### src/rtl/dc_fark_denetleyici.sv
// rtl/dc_fark_denetleyici.sv - JPEG luminance DC Huffman decode controller producing the signed DC difference
module dc_fark_denetleyici #(
    parameter int FARK_W = 12
) (
    input  logic              clk_i,
    input  logic              rst_i,
    input  logic              basla_i,
    input  logic              bit_i,
    input  logic              bit_gecerli_i,
    output logic              bit_hazir_o,
    output logic [3:0]        kategori_o,
    output logic [FARK_W-1:0] fark_o,
    output logic              cikis_gecerli_o,
    input  logic              cikis_hazir_i,
    output logic              mesgul_o,
    output logic              hata_o
);

    typedef enum logic [2:0] {BOSTA, KOD_OKU, EK_OKU, CIKIS, HATA} durum_t;

    durum_t      durum, sonraki;
    logic [7:0]  kod;
    logic [3:0]  uzunluk;
    logic [3:0]  ek_sayac;
    logic [9:0]  ek;
    logic [3:0]  kat;

    logic        aktarim;
    logic [8:0]  kod_yeni;
    logic [3:0]  uz_yeni;
    logic [8:0]  birler;
    logic        eslesme;
    logic        kod_hatasi;
    logic [3:0]  eslesen_kat;

    logic [10:0] v_tam;
    logic [10:0] maske;
    logic [10:0] v;
    logic [3:0]  kat_m1;
    logic        isaret;
    logic signed [11:0] fark_hes;

    assign aktarim  = bit_gecerli_i & bit_hazir_o;
    assign kod_yeni = {kod, bit_i};
    assign uz_yeni  = uzunluk + 4'd1;

    // Codes of length 4..9 are a run of ones terminated by a zero; category = length + 2.
    always_comb begin
        eslesme     = 1'b0;
        kod_hatasi  = 1'b0;
        eslesen_kat = 4'd0;
        birler      = (9'd1 << uz_yeni) - 9'd2;
        case (uz_yeni)
            4'd2: if (kod_yeni[1:0] == 2'b00) eslesme = 1'b1;
            4'd3: begin
                case (kod_yeni[2:0])
                    3'b010: begin eslesme = 1'b1; eslesen_kat = 4'd1; end
                    3'b011: begin eslesme = 1'b1; eslesen_kat = 4'd2; end
                    3'b100: begin eslesme = 1'b1; eslesen_kat = 4'd3; end
                    3'b101: begin eslesme = 1'b1; eslesen_kat = 4'd4; end
                    3'b110: begin eslesme = 1'b1; eslesen_kat = 4'd5; end
                    default: ;
                endcase
            end
            4'd4, 4'd5, 4'd6, 4'd7, 4'd8, 4'd9: begin
                if (!kod_yeni[0] && ((kod_yeni & birler) == birler)) begin
                    eslesme     = 1'b1;
                    eslesen_kat = uz_yeni + 4'd2;
                end else if (uz_yeni == 4'd9) begin
                    kod_hatasi = 1'b1;
                end
            end
            default: ;
        endcase
    end

    // Difference from the k additional bits including the one arriving this cycle.
    always_comb begin
        v_tam    = {ek, bit_i};
        maske    = (11'd1 << kat) - 11'd1;
        v        = v_tam & maske;
        kat_m1   = kat - 4'd1;
        isaret   = v_tam[kat_m1];
        fark_hes = isaret ? {1'b0, v} : ({1'b0, v} - {1'b0, maske});
    end

    always_ff @(posedge clk_i or negedge rst_i) begin
        if (!rst_i) durum <= BOSTA;
        else        durum <= sonraki;
    end

    always_comb begin
        sonraki = durum;
        case (durum)
            BOSTA:   if (basla_i) sonraki = KOD_OKU;
            KOD_OKU: begin
                if (aktarim) begin
                    if (eslesme)         sonraki = (eslesen_kat == 4'd0) ? CIKIS : EK_OKU;
                    else if (kod_hatasi) sonraki = HATA;
                end
            end
            EK_OKU:  if (aktarim && ek_sayac == 4'd1) sonraki = CIKIS;
            CIKIS:   if (cikis_hazir_i) sonraki = BOSTA;
            HATA:    if (basla_i) sonraki = KOD_OKU;
            default: sonraki = BOSTA;
        endcase
    end

    always_comb begin
        bit_hazir_o     = (durum == KOD_OKU) || (durum == EK_OKU);
        cikis_gecerli_o = (durum == CIKIS);
        mesgul_o        = (durum != BOSTA);
        hata_o          = (durum == HATA);
    end

    always_ff @(posedge clk_i or negedge rst_i) begin
        if (!rst_i) begin
            kod        <= '0;
            uzunluk    <= '0;
            ek_sayac   <= '0;
            ek         <= '0;
            kat        <= '0;
            kategori_o <= '0;
            fark_o     <= '0;
        end else begin
            case (durum)
                BOSTA, HATA: begin
                    if (basla_i) begin
                        kod      <= '0;
                        uzunluk  <= '0;
                        ek_sayac <= '0;
                        ek       <= '0;
                        kat      <= '0;
                    end
                end
                KOD_OKU: begin
                    if (aktarim) begin
                        kod     <= kod_yeni[7:0];
                        uzunluk <= uz_yeni;
                        if (eslesme) begin
                            if (eslesen_kat == 4'd0) begin
                                kategori_o <= 4'd0;
                                fark_o     <= '0;
                            end else begin
                                ek_sayac <= eslesen_kat;
                                ek       <= '0;
                                kat      <= eslesen_kat;
                            end
                        end
                    end
                end
                EK_OKU: begin
                    if (aktarim) begin
                        ek       <= v_tam[9:0];
                        ek_sayac <= ek_sayac - 4'd1;
                        if (ek_sayac == 4'd1) begin
                            kategori_o <= kat;
                            fark_o     <= FARK_W'(fark_hes);
                        end
                    end
                end
                default: ;
            endcase
        end
    end

endmodule

### config.mk
export PLATFORM = sky130hd
export DESIGN_NAME = dc_fark_denetleyici
export DESIGN_NICKNAME = d
export VERILOG_FILES = /design/src/rtl/dc_fark_denetleyici.sv
export SDC_FILE = /design/constraint.sdc
export NUM_CORES = 1
export LEC_CHECK = 0
export CORE_MARGIN = 2
export CORE_UTILIZATION = 30
export CTS_CLUSTER_DIAMETER = 50
export CTS_CLUSTER_SIZE = 24
export DETAILED_ROUTE_END_ITERATION = 8
export GPL_TIMING_DRIVEN = 0
export PLACE_DENSITY_LB_ADDON = 0.12
export SYNTH_ARGS = -nofsm -noshare
export SYNTH_HDL_FRONTEND = slang
export SYNTH_SLANG_ARGS = --single-unit
export TNS_END_PERCENT = 30
### constraint.sdc
create_clock -name clk_i -period 8.7 [get_ports clk_i]
set_clock_uncertainty 0.15 [all_clocks]
set_input_delay 1.305 -clock clk_i [delete_from_list [all_inputs] [get_ports clk_i]]
set_output_delay 1.305 -clock clk_i [all_outputs]
set_load 0.02 [all_outputs]
==> results.md <==
- For this block, the initial DRC count from the detailed router was between 150 and 200.
- Cell internal power was estimated by the tool at roughly 0.85 mW.
- The sequential-to-total area share from yosys stat is 29.6%.
- The overall power consumption is 1.64 mW.
- After routing the design area is a little under 0.005 mm².
- The region available for standard cell placement spans about 0.013 mm².
- The number of DRC violations after detailed routing is 0.
- Prior to clock tree synthesis, the placed netlist has a worst setup slack of ~4.0 ns.
- The worst setup path is captured at a register.
- The flow ran to the end, and the final reports show no timing, DRC or antenna violations.
- The most numerous cell type found on the critical path is clkbuf_1.
- The number of antenna violations at the first check in global routing was 0.
- Averaged over all synthesized cells, the footprint is between 9 and 10 µm².
- The startpoint class of the critical path is a register.
- The number of search-and-repair iterations in the first detailed-routing pass is 4.
- The final wirelength is approximately 12 mm.
- The kind of critical path is register to register.
- The max-slew violation total from the final report is 0.
- In this run, distinct cell masters in the synthesized netlist total 80.
- Cells with a size suffix above 1 make up between 10 and 15% of the layout.
- The post-synthesis to final-layout area growth is 15.8%.
- The count of flip-flops with a built-in enable after synthesis is 0.
- At the later pin of the worst-skew pair, clock insertion delay measures approximately 0.30 ns.
- Summed over all layers, the global routing overflow is 0.
- No sink is reached through more buffers than the 2 on the longest clock path.
- The tree is rooted in a clkbuf_16.
- The die covers roughly 0.015 mm².
- Walking the worst path, the cells encountered are clkbuf_1 -> inv_1 -> ha_1 -> clkbuf_1 -> nor3b_1 -> inv_1 -> ha_1 -> clkbuf_1 -> or4b_1 -> a41oi_1 -> a2111o_1 -> nor4_1 -> mux2i_1 -> o2bb2ai_1 -> a32o_1.
- dfrtp_1 takes more of the synthesized area than any other cell.
- Ranked by total cell area, the synthesized netlist is headed by dfrtp_1, a22o_1, ha_1.
- The data required time at the worst endpoint is 8.74 ns.
- The number of flip-flops and latches in the synthesized netlist is 49.
- Dividing total power by cell area gives a power density of ~340 mW/mm².
- The CTS tree is yes.
- The slew of the pin with the lowest slew margin is 0.874 ns.
- Broken down by cell family, the worst path's largest delay share belongs to simple AND/OR/NAND/NOR gates.
- The horizontal die dimension is 122 µm.
- The number of I/O port buffers is 25.
- Clock tree synthesis found a total of 49 sinks.
- Setup violations remaining at the end of the flow were counted as 0.
- The number of core rows is 42.
- The total inserted antenna cells is 0.
- The post-cts sizing count is 0.
- The synthesized net count is 478.
- VDD sags by at most between 150 and 200 µV.
- The normalized max-slew margin is between 40% and 50%.
- The placed instances occupy a cell area of about 0.0046 mm².
- The number of standard cells after synthesis is ~460.
- Entering global routing, the biggest net connects 38 pins.
- Once detail routing completed, the nets flagged for antenna violations numbered 0.
- Together, buffers and inverters on the worst path number 5.
- In this run the cell area of the synthesized design comes to between 0.004 and 0.005 mm².
- The clock network power share is between 10 and 15%.
- The synthesis warning total is 0.
- The routed via count divided by cell count is between 5 and 6.
- Across the run, the number of max-cap violations was 0.
- The number of nets in the final layout is between 500 and 600.
- The minimum clock period is roughly 4.8 ns.
- In the layout the commonest cells are dfrtp_1, nor2_1, nand2_1.
- The largest stage delay on the critical path is between 0.5 and 0.6 ns.
- The first global-routing pass estimated about 20 mm of wire.
- The overall global routing resource usage is between 10% and 20%.
- Buffers inserted during clock tree synthesis total 5.
- The critical path data arrival time is ~4.8 ns.
- The worst hold margin is between 0.3 and 0.4 ns.
- The sequential cell fraction of total power is between 10% and 20%.
- In this run the worst path has a maximum fanout of 10.
- The number of buffers inserted by post-CTS setup repair is 0.
- The share of total power dissipated in combinational logic is roughly two thirds.
- The fraction of the mapped netlist area in simple logic gates is a little under a quarter.
- The slowest stage of the critical path belongs to the cell nor4_1.
- The clock tree synthesis step divided the H-tree into 2 levels.
- The via count of the first global-routing pass came to between 3,000 and 4,000.
- Summing the areas of all fa, ha and maj instances in the mapped netlist gives 4.83% of the synthesized area.
- The maximum achievable frequency is about 0.21 GHz.
- In this run the worst hold path is classified as register to register.
- The compound-cell area share of the yosys netlist is between 20% and 30%.
- The net switching power is around 0.79 mW.
- The final hold violation count came to 0.
- The share of the synthesized netlist area taken by xor and xnor gates is ~2.7%.
- The startpoint identified for the worst hold timing path is fark_o[5].
- For this configuration, the core starts out at a cell density of a little under a third.
- The launch point of the worst path is kat[0].
- The routed length per instance is ~18 µm.
- Of the total power, the share spent switching nets is 48.1%.
- The setup total negative slack is 0 ns.
- After synthesis, the share of cell area in mux cells is ~6.3%.
- Setup repair after global routing left no endpoint under its margin.
- After synthesis, the largest family of logic cells by area is compound AO/OA/AOI/OAI gates.
- Across all setup checks in the final design, the least slack found is slightly below 4 ns.
- From bottom edge to top edge, the die measures roughly 120 µm.
- The leakage dissipation is slightly above 2 nW.
- For this block, the via count after detailed routing is 3,751.
- The library cell used most frequently in the layout, excluding fill and tap cells, is dfrtp_1.
- The number of top-level design ports is 26.
- After clock tree synthesis, the clock-pin slew on the worst setup and hold paths is 0.07 ns.
- The share of the synthesized area in the top cell type is between 20 and 30%.
- Among all flip-flop cells after synthesis, the most frequent one is dfrtp_1.
- In this run the critical register-to-register path is launched from kat[0].
- The total half-perimeter wirelength after legalization and detailed placement is roughly 9.2 mm.
- The share of flip-flops with an asynchronous set or reset is 100%.
- The final estimated routing congestion in global placement is 0.843.
- The worst path uses 54.7% of the clock period.
- After clock tree synthesis, the flow added hold-fix buffers numbering 0.
==> cells in the mapped netlist, drive strengths merged (7+ instances only) <==
master,instances
nor3,19
nor2,34
nor4,8
and3,7
a21oi,23
nand3b,7
inv,18
a22o,23
a31oi,9
clkbuf,16
ha,16
o21ai,17
buf,19
nand2,31
mux2,13
o31ai,9
or3,8
dfrtp,49
==> flip-flops by register name (all words and copies together) (netlist names) <==
register    count
kategori_o      4
ek_sayac        4
fark_o         12
kod             8
uzunluk         4
kat             4
durum           3
ek             10
==> layout make-up <==
cell class,count,area [µm²]
fill,1415,8550
multi-input combinational,354,2620
sequential,49,1230
timing repair buffer,26,265
buffer,35,230
tap,176,220
clock buffer,5,125
inverter,18,67.6
clock inverter,3,46.3
==> cells by family after synthesis <==
group / Yosys count
compound gates: 145
fa+ha+maj: 16
xor+xnor: 11
buf+inv: 53
simple gates: 162
flops: 49
mux: 20
==> layer usage <==
| layer | share of wire (%) | wire [µm] | up-vias | track usage (%) |
|---|---|---|---|---|
| met5 | 0 | 0 | - | 0 |
| li1 | - | - | 1812 | - |
| met4 | 2.5 | 306 | 0 | 5.53 |
| met3 | 3.6 | 436 | 21 | 2.43 |
| met2 | 47 | 5690 | 88 | 28.2 |
| met1 | 47 | 5630 | 1830 | 23.4 |
==> worst register-to-register path, delay by kind of cell, from the launching register on <==
family / cells / cell delay [ns]
compound gates: 4 / 1.07
fa+ha+maj: 2 / 0.47
simple gates: 3 / 1.18
flops: 1 / 0.40
mux: 1 / 0.25
buf+inv: 5 / 1.13
==> stage by stage <==
| step | std cells | util, % |
|---|---|---|
| after detailed placement | 658 | 34.7 |
| after CTS | 666 | 36.0 |
| final | 666 | 36.0 |
| after global placement | 657 | 34.6 |
| after floorplan | 456 | - |
| after global routing | 666 | 36.0 |
==> power by group through the flow <==
| stage | Sequential (mW) | Combinational (mW) | Clock (mW) |
|---|---|---|---|
| 2_1_floorplan | 0.316 | 0.820 | 0 |
| 3_3_place_gp | 0.319 | 1.07 | 0 |
| 3_5_place_dp | 0.317 | 1.08 | 0 |
| 4_1_cts | 0.314 | 1.08 | 0.242 |
| 5_1_grt | 0.322 | 1.21 | 0.250 |
| 6_report | 0.314 | 1.09 | 0.234 |
==> final timing paths <==
check	cells past startpoint	to	slack, ns
setup / recovery	15	fark_o[9]	3.94
hold / removal	1	fark_o[5]	0.35
setup reg to reg	15	fark_o[9]	3.94
hold reg to reg	1	fark_o[5]	0.35
max in group asynchronous	2	ek_sayac[3]	7.11
min in group asynchronous	1	fark_o[11]	0.75
No activity file was read; power rests on OpenSTA's default activity.
